<file path="config.mk">
export PLATFORM = sky130hd
export DESIGN_NAME = data_deconv
export DESIGN_NICKNAME = d
export VERILOG_FILES = /design/src/rtl/data_conv_pkg.sv /design/src/rtl/data_deconv_fifo.sv /design/src/rtl/data_deconv.sv
export SDC_FILE = /design/constraint.sdc
export NUM_CORES = 1
export LEC_CHECK = 0
export ABC_AREA = 1
export BUFFER_PORTS_ARGS = -buffer_cell sky130_fd_sc_hd__buf_2
export CAP_MARGIN = 5
export CORE_ASPECT_RATIO = 1.75
export CORE_MARGIN = 4
export CORE_UTILIZATION = 61
export CTS_CLUSTER_SIZE = 16
export DETAILED_ROUTE_END_ITERATION = 8
export GPL_TIMING_DRIVEN = 0
export MAX_ROUTING_LAYER = met4
export PLACE_DENSITY = 0.95
export RECOVER_POWER = 100
export REMOVE_ABC_BUFFERS = 1
export SLEW_MARGIN = 30
export SYNTH_ARGS = -nofsm -noshare
export SYNTH_HDL_FRONTEND = slang
export SYNTH_SLANG_ARGS = --single-unit
export TNS_END_PERCENT = 5
</file>
<file path="constraint.sdc">
create_clock -name clk_i -period 16.6 [get_ports clk_i]
set_input_delay 3.32 -clock clk_i [delete_from_list [all_inputs] [get_ports clk_i]]
set_output_delay 3.32 -clock clk_i [all_outputs]
set_load 0.05 [all_outputs]
</file>
<file path="src/rtl/data_conv_pkg.sv">
// -----------------------------------------------------------------------------
// data_conv_pkg
// Shared constants and helpers for the 2x32 <-> 128-bit sample packer and
// the matching unpacker (data_deconv).
//
// Contents:
//   WORD_W / SAMPLE_W / LANE_W  : packed word, per-channel sample, 16-bit lane
//   CH0_OFF / CH1_OFF           : bit offset of each channel inside a word
//   SIN_OFF                     : sin lanes sit 32 bits above the cos lanes
//   SLOT_OFF                    : slot 1 lanes sit 16 bits above slot 0
//   state_t                     : unpacker FSM states
//   swap16()                    : byte swap of one 16-bit lane
//   unpack_sample()             : pull one {sin,cos} sample out of a word
// -----------------------------------------------------------------------------
package data_conv_pkg;

  localparam int WORD_W   = 128;
  localparam int SAMPLE_W = 32;
  localparam int LANE_W   = 16;

  localparam logic [6:0] CH0_OFF  = 7'd0;
  localparam logic [6:0] CH1_OFF  = 7'd64;
  localparam logic [6:0] SIN_OFF  = 7'd32;
  localparam logic [6:0] SLOT_OFF = 7'd16;

  typedef enum logic [1:0] {
    IDLE  = 2'd0,
    RUN   = 2'd1,
    STALL = 2'd2
  } state_t;

  // The packer stores each lane big-endian; swapping the bytes restores
  // the little-endian lane the NCO produced.
  function automatic logic [LANE_W-1:0] swap16(input logic [LANE_W-1:0] v);
    return {v[7:0], v[15:8]};
  endfunction

  // One channel's sample for a given slot: cos lanes live at
  // ch_off + 16*slot, sin lanes a further 32 bits up.
  function automatic logic [SAMPLE_W-1:0] unpack_sample(
    input logic [WORD_W-1:0] w,
    input logic [6:0]        ch_off,
    input logic              slot
  );
    logic [6:0] base;
    base = ch_off + (slot ? SLOT_OFF : 7'd0);
    return {swap16(w[base + SIN_OFF +: LANE_W]), swap16(w[base +: LANE_W])};
  endfunction

endpackage

</file>
<file path="src/rtl/data_deconv_fifo.sv">
// -----------------------------------------------------------------------------
// data_deconv_fifo
// Two-entry, first-word-fall-through word buffer in front of the unpacker.
// The head word is always visible on dout while the buffer is non-empty.
//
// Ports:
//   clk    in   clock
//   rst_n  in   asynchronous active-low reset
//   clear  in   synchronous flush; wins over push and pop
//   push   in   write din (ignored when full)
//   pop    in   drop the head word (ignored when empty)
//   din    in   128-bit word to store
//   dout   out  head word
//   full   out  both entries occupied
//   empty  out  no entries occupied
// -----------------------------------------------------------------------------
module data_deconv_fifo
  import data_conv_pkg::*;
(
  input  logic              clk,
  input  logic              rst_n,
  input  logic              clear,
  input  logic              push,
  input  logic              pop,
  input  logic [WORD_W-1:0] din,
  output logic [WORD_W-1:0] dout,
  output logic              full,
  output logic              empty
);

  logic [WORD_W-1:0] mem [2];
  logic              wr_ptr;
  logic              rd_ptr;
  logic [1:0]        level;
  logic              do_push;
  logic              do_pop;

  assign full    = (level == 2'd2);
  assign empty   = (level == 2'd0);
  assign do_push = push & ~full;
  assign do_pop  = pop & ~empty;
  assign dout    = mem[rd_ptr];

  // Pointers and occupancy; a simultaneous push and pop leaves level alone.
  always_ff @(posedge clk or negedge rst_n) begin
    if (!rst_n) begin
      wr_ptr <= 1'b0;
      rd_ptr <= 1'b0;
      level  <= 2'd0;
    end else if (clear) begin
      wr_ptr <= 1'b0;
      rd_ptr <= 1'b0;
      level  <= 2'd0;
    end else begin
      if (do_push) wr_ptr <= ~wr_ptr;
      if (do_pop)  rd_ptr <= ~rd_ptr;
      level <= level + {1'b0, do_push} - {1'b0, do_pop};
    end
  end

  // Storage needs no reset: contents are only observed through level.
  always_ff @(posedge clk) begin
    if (do_push && !clear) mem[wr_ptr] <= din;
  end

endmodule

</file>
<file path="src/rtl/data_deconv.sv">
// -----------------------------------------------------------------------------
// data_deconv
// Unpacks 128-bit words holding two {sin,cos} samples for each of two
// channels back into one sample per clock per channel. Words are buffered in
// a 2-entry FIFO; an underrun is flagged when a sample falls due and no word
// is available.
//
// Optional feature: define DATA_DECONV_UNDERRUN_CNT_EN to build a 16-bit
// saturating underrun counter; otherwise underrun_cnt_o is tied to 0.
//
// Ports:
//   clk_i           in   sample clock
//   reset_n_i       in   asynchronous active-low reset
//   en_i            in   stream enable; low flushes and returns to IDLE
//   ch0_en / ch1_en in   channel enables; a disabled channel outputs 0
//   word_i          in   packed 128-bit word
//   word_valid_i    in   word_i valid
//   word_ready_o    out  buffer can accept a word (registered)
//   data0_o/data1_o out  channel samples, [31:16] sin, [15:0] cos
//   sample_valid_o  out  data outputs valid this cycle
//   phase_o         out  slot of the current sample (0 first, 1 second)
//   underrun_o      out  one-cycle pulse after the last sample of a run
//   underrun_cnt_o  out  saturating underrun count
// -----------------------------------------------------------------------------
module data_deconv
  import data_conv_pkg::*;
(
  input  logic                clk_i,
  input  logic                reset_n_i,
  input  logic                en_i,
  input  logic                ch0_en,
  input  logic                ch1_en,
  input  logic [WORD_W-1:0]   word_i,
  input  logic                word_valid_i,
  output logic                word_ready_o,
  output logic [SAMPLE_W-1:0] data0_o,
  output logic [SAMPLE_W-1:0] data1_o,
  output logic                sample_valid_o,
  output logic                phase_o,
  output logic                underrun_o,
  output logic [15:0]         underrun_cnt_o
);

  state_t              state;
  logic                slot;
  logic                ready_q;
  logic                valid_q;
  logic                phase_q;
  logic                underrun_q;
  logic [SAMPLE_W-1:0] data0_q;
  logic [SAMPLE_W-1:0] data1_q;

  logic [WORD_W-1:0]   head;
  logic                full;
  logic                empty;
  logic                push;
  logic                pop;
  logic                next_full;
  logic                emit;
  logic [SAMPLE_W-1:0] sample0;
  logic [SAMPLE_W-1:0] sample1;

  // ready_q is a registered copy of "not full", so it alone gates the push.
  assign push = word_valid_i & ready_q;

  // The head word leaves on the same edge its slot-1 sample is registered.
  assign pop  = en_i & (state == RUN) & slot;

  // A sample goes out when slot 1 is pending or a new head word is present.
  assign emit = en_i & (((state == RUN) & slot) | ~empty);

  // Full after this edge: stays full without a pop, or fills from one entry.
  assign next_full = ~pop & (full | (push & ~empty));

  assign sample0 = ch0_en ? unpack_sample(head, CH0_OFF, slot) : '0;
  assign sample1 = ch1_en ? unpack_sample(head, CH1_OFF, slot) : '0;

  data_deconv_fifo u_fifo (
    .clk   (clk_i),
    .rst_n (reset_n_i),
    .clear (~en_i),
    .push  (push),
    .pop   (pop),
    .din   (word_i),
    .dout  (head),
    .full  (full),
    .empty (empty)
  );

`ifdef DATA_DECONV_UNDERRUN_CNT_EN
  logic [15:0] ucnt_q;
  assign underrun_cnt_o = ucnt_q;
`else
  assign underrun_cnt_o = 16'd0;
`endif

  // Sequencer: slot holds the next slot to emit. In RUN with slot 0 pending
  // and nothing buffered, the stream has run dry, so it drops to STALL and
  // flags the underrun one cycle after the final slot-1 sample. IDLE and
  // STALL restart identically; only a RUN->STALL transition pulses.
  always_ff @(posedge clk_i or negedge reset_n_i) begin
    if (!reset_n_i) begin
      state      <= IDLE;
      slot       <= 1'b0;
      ready_q    <= 1'b0;
      valid_q    <= 1'b0;
      phase_q    <= 1'b0;
      underrun_q <= 1'b0;
      data0_q    <= '0;
      data1_q    <= '0;
`ifdef DATA_DECONV_UNDERRUN_CNT_EN
      ucnt_q     <= 16'd0;
`endif
    end else begin
      ready_q    <= en_i & ~next_full;
      valid_q    <= 1'b0;
      phase_q    <= 1'b0;
      underrun_q <= 1'b0;
      data0_q    <= '0;
      data1_q    <= '0;

      if (emit) begin
        valid_q <= 1'b1;
        phase_q <= slot;
        data0_q <= sample0;
        data1_q <= sample1;
      end

      if (!en_i) begin
        state <= IDLE;
        slot  <= 1'b0;
      end else begin
        case (state)
          IDLE, STALL: begin
            if (!empty) begin
              state <= RUN;
              slot  <= 1'b1;
            end
          end
          RUN: begin
            if (slot) begin
              slot <= 1'b0;
            end else if (!empty) begin
              slot <= 1'b1;
            end else begin
              state      <= STALL;
              underrun_q <= 1'b1;
`ifdef DATA_DECONV_UNDERRUN_CNT_EN
              if (ucnt_q != 16'hFFFF) ucnt_q <= ucnt_q + 16'd1;
`endif
            end
          end
          default: begin
            state <= IDLE;
            slot  <= 1'b0;
          end
        endcase
      end
    end
  end

  assign word_ready_o   = ready_q;
  assign data0_o        = data0_q;
  assign data1_o        = data1_q;
  assign sample_valid_o = valid_q;
  assign phase_o        = phase_q;
  assign underrun_o     = underrun_q;

endmodule

</file>
==> flow_summary.ini <==
[critical_path]
rrSetupSlack_ns = 10.64
slowest_stage = clkbuf_1
worst_setup_path_start_kind = primary input
max_stage_delay_ns = 2.83
crit_path_start = en_i
crit_required_ns = 16.65
worstReg2RegEnd = u_fifo.mem[0][45]
crit_end = u_fifo.mem[0][45]
cp_common_cell = clkbuf_1
cp_max_fo = 66
worstPathCellList = clkbuf_1, inv_1, nor2_1, nand2_1, clkinvlp_2, clkbuf_1
cp-end-kind = flop
r2r-start = u_fifo.level[0]
reg2reg_depth = 5
cp.arrival_ns = 8.66
worstSetupPathType = in -> reg

[logic_synthesis]
ys_seq_elements = 331
ys_seq_area_frac = 0.706
syn_inst = 1288
mappedNetlistArea_mm2 = 0.0136
synth_area_per_cell_um2 = 10.5
synthDistinctLibCells = 19
yosysWarnings = 0

[sta]
rsz0062_at_grt = false
slew_viol_final = 209
finalHoldViolCount = 0
fin_setup_tns_ns = 0
fmax_mhz = 116
fin_crit_sh = 0.519
finalCriticalPeriod_ns = 8.61
worstMarginPinSlew_ns = 3.90
setup_violations = 0
skew_ns = 0.00736
max_slew_margin = -1.60

[route]
drc_errors = 0
first_iter_violations = 779
postRouteAntennaNets = 0
wl_per_cell_um = 17.3
routed-via-count = 9278
wl_um = 31400
dr.pass1.iters = 5
vias_per_cell = 5.13

[power]
p_clk_frac = 0.384
sw_frac_of_total = 0.232
fin_total_pwr_mw = 1.77
p_int_mw = 1.36
seq_power_share = 0.529
p_leak_nw = 7.36
irDropWorstVdd_v = 0.000120
power.switching_mw = 0.411
p_per_area_mw_per_mm2 = 114
pwr-share-comb = 0.087

[cts]
numCtsBuffers = 28
cts.sinks = 331
post-cts-setup-buffers = 0
cts_tree = yes
h-tree-depth = 1
post_cts_resized = 0
path_clk_slew_ns = 0.06
cts_buffer_depth = 3
holdBufCountCts = 0
clock_latency_ns = 0.53
root_buffer = clkbuf_16

[hold_path]
hold_class = reg -> reg

[die]
rows = 71
die_x_um = 121
start_util = 0.625
die_h_um = 205
core_area_mm2 = 0.0217
io_pins = 218
die_area_mm2 = 0.0248

[finish]
fillers = 1471
fin_util = 0.717
fin_nets = 1618
drive_above_1_share = 0.0811
seq_area_mm2 = 0.00957
layout.cells.non_filler = 1809
multi_input_area_mm2 = 0.00236
area_growth_pct = 14.7

[grt]
grtUsageTotal = 0.261
grt_pass1_vias = 9744
grt_max_degree = 110
grt-ovfl-total = 0
grt_antenna_before_repair = 13
grt_pass1_wl_um = 48300

[outcome]
status = finished with violations
failed_checks = max-capacitance violations, max-slew violations

[placed_design]
placedCellCount = 1744
place_congestion = 0.823
hpwlAfterDp_um = 20200
port_buffers = 201

[run]
drv_cap = 4
==> worst max-delay path: cells and delay by family <==
family | cells | cell delay, ns
AND/OR/NAND/NOR | 2 | 0.19
buffers and inverters | 4 | 5.04
==> cells in the mapped netlist (all sizes together) <==
| cell | instances | area (µm²) |
|---|---|---|
| inv | 333 | 1250 |
| nand2 | 337 | 1290 |
| conb | 1 | 3.75 |
| o21ai | 6 | 30.0 |
| ha | 2 | 25.0 |
| nand4 | 3 | 18.8 |
| edfxtp | 256 | 7690 |
| a21oi | 5 | 25.0 |
| dfrtp | 75 | 1880 |
| nor2 | 72 | 270 |
| or2 | 1 | 6.26 |
| buf | 57 | 383 |
| clkbuf | 9 | 33.8 |
| nand3 | 131 | 656 |
==> area by class of cell <==
cell class / count / area share
multi-input cells: 573 / 0.152
flip-flops and latches: 331 / 0.616
inverters: 333 / 0.0811
well taps: 292 / 0.0235
clock buffers: 35 / 0.0501
diodes: 13 / 0.00209
repair buffers: 215 / 0.0639
clock inverters: 17 / 0.0122
==> cell usage in the layout (no fill, tap or decap), types with 6 or more instances in the layout <==
master	Yosys	final
buf_2	27	66
clkbuf_1	9	147
clkbuf_16	0	30
conb_1	1	16
dfrtp_1	75	73
diode_2	0	13
edfxtp_1	256	256
inv_1	330	329
nand2_1	334	337
nand3_1	131	131
nor2_1	72	72
o21ai_0	6	6
==> power groups by stage <==
stage	clock network (mW)	registers [mW]	logic [mW]
final	0.680	0.937	0.154
after CTS	0.688	0.934	0.163
after global placement	0	0.959	0.140
after detailed placement	0	0.952	0.161
after global routing	0.733	0.938	0.171
after floorplan	0	0.974	0.0722
==> metrics by stage <==
step | cell area, µm² | hold WS, ns | worst slack (ns)
floorplan | 13200 | 0.513 | 6.98
finish | 15500 | 0.584 | 7.99
global placement | 14600 | 0.544 | 4.12
detailed placement | 15000 | 0.564 | 11.24
CTS | 15900 | 0.580 | 11.81
global route | 15500 | 0.653 | 7.50
==> cells by family (layout without fill, tap and decap cells) <==
logic type,Yosys count,in the layout,share of synthesized area
AND/OR/NAND/NOR,544,544,0.165
buffers and inverters,399,600,0.123
flip-flops,331,331,0.706
AO/OA/AOI/OAI,11,11,0.00406
adder cells (fa/ha/maj),2,2,0.00185
other,1,29,0.000277
==> sequential cells by signal, indices dropped and copies added, names as in the netlist, 2 cells and up <==
register,cells
state,2
u_fifo.mem,256
data1_o,32
u_fifo.level,2
data0_o,32
==> worst min-delay path by stage <==
stage / from / endpoint / slack (ns) / cells after the start
2_1_floorplan: state[1] / state[1] / 0.51 / 2
3_3_place_gp: state[1] / state[1] / 0.54 / 2
3_5_place_dp: state[1] / state[1] / 0.56 / 2
4_1_cts: state[1] / state[1] / 0.58 / 2
5_1_grt: state[1] / state[1] / 0.65 / 2
6_report: state[1] / state[1] / 0.58 / 2
==> per-layer routing <==
metal	share of wire	track usage	wire length, µm
met2	0.57	0.480	17900
met3	0.057	0.0264	1780
met1	0.32	0.267	9960
met4	0.056	0.149	1770
met5	0	-	0
No activity file was read; power rests on OpenSTA's default activity.
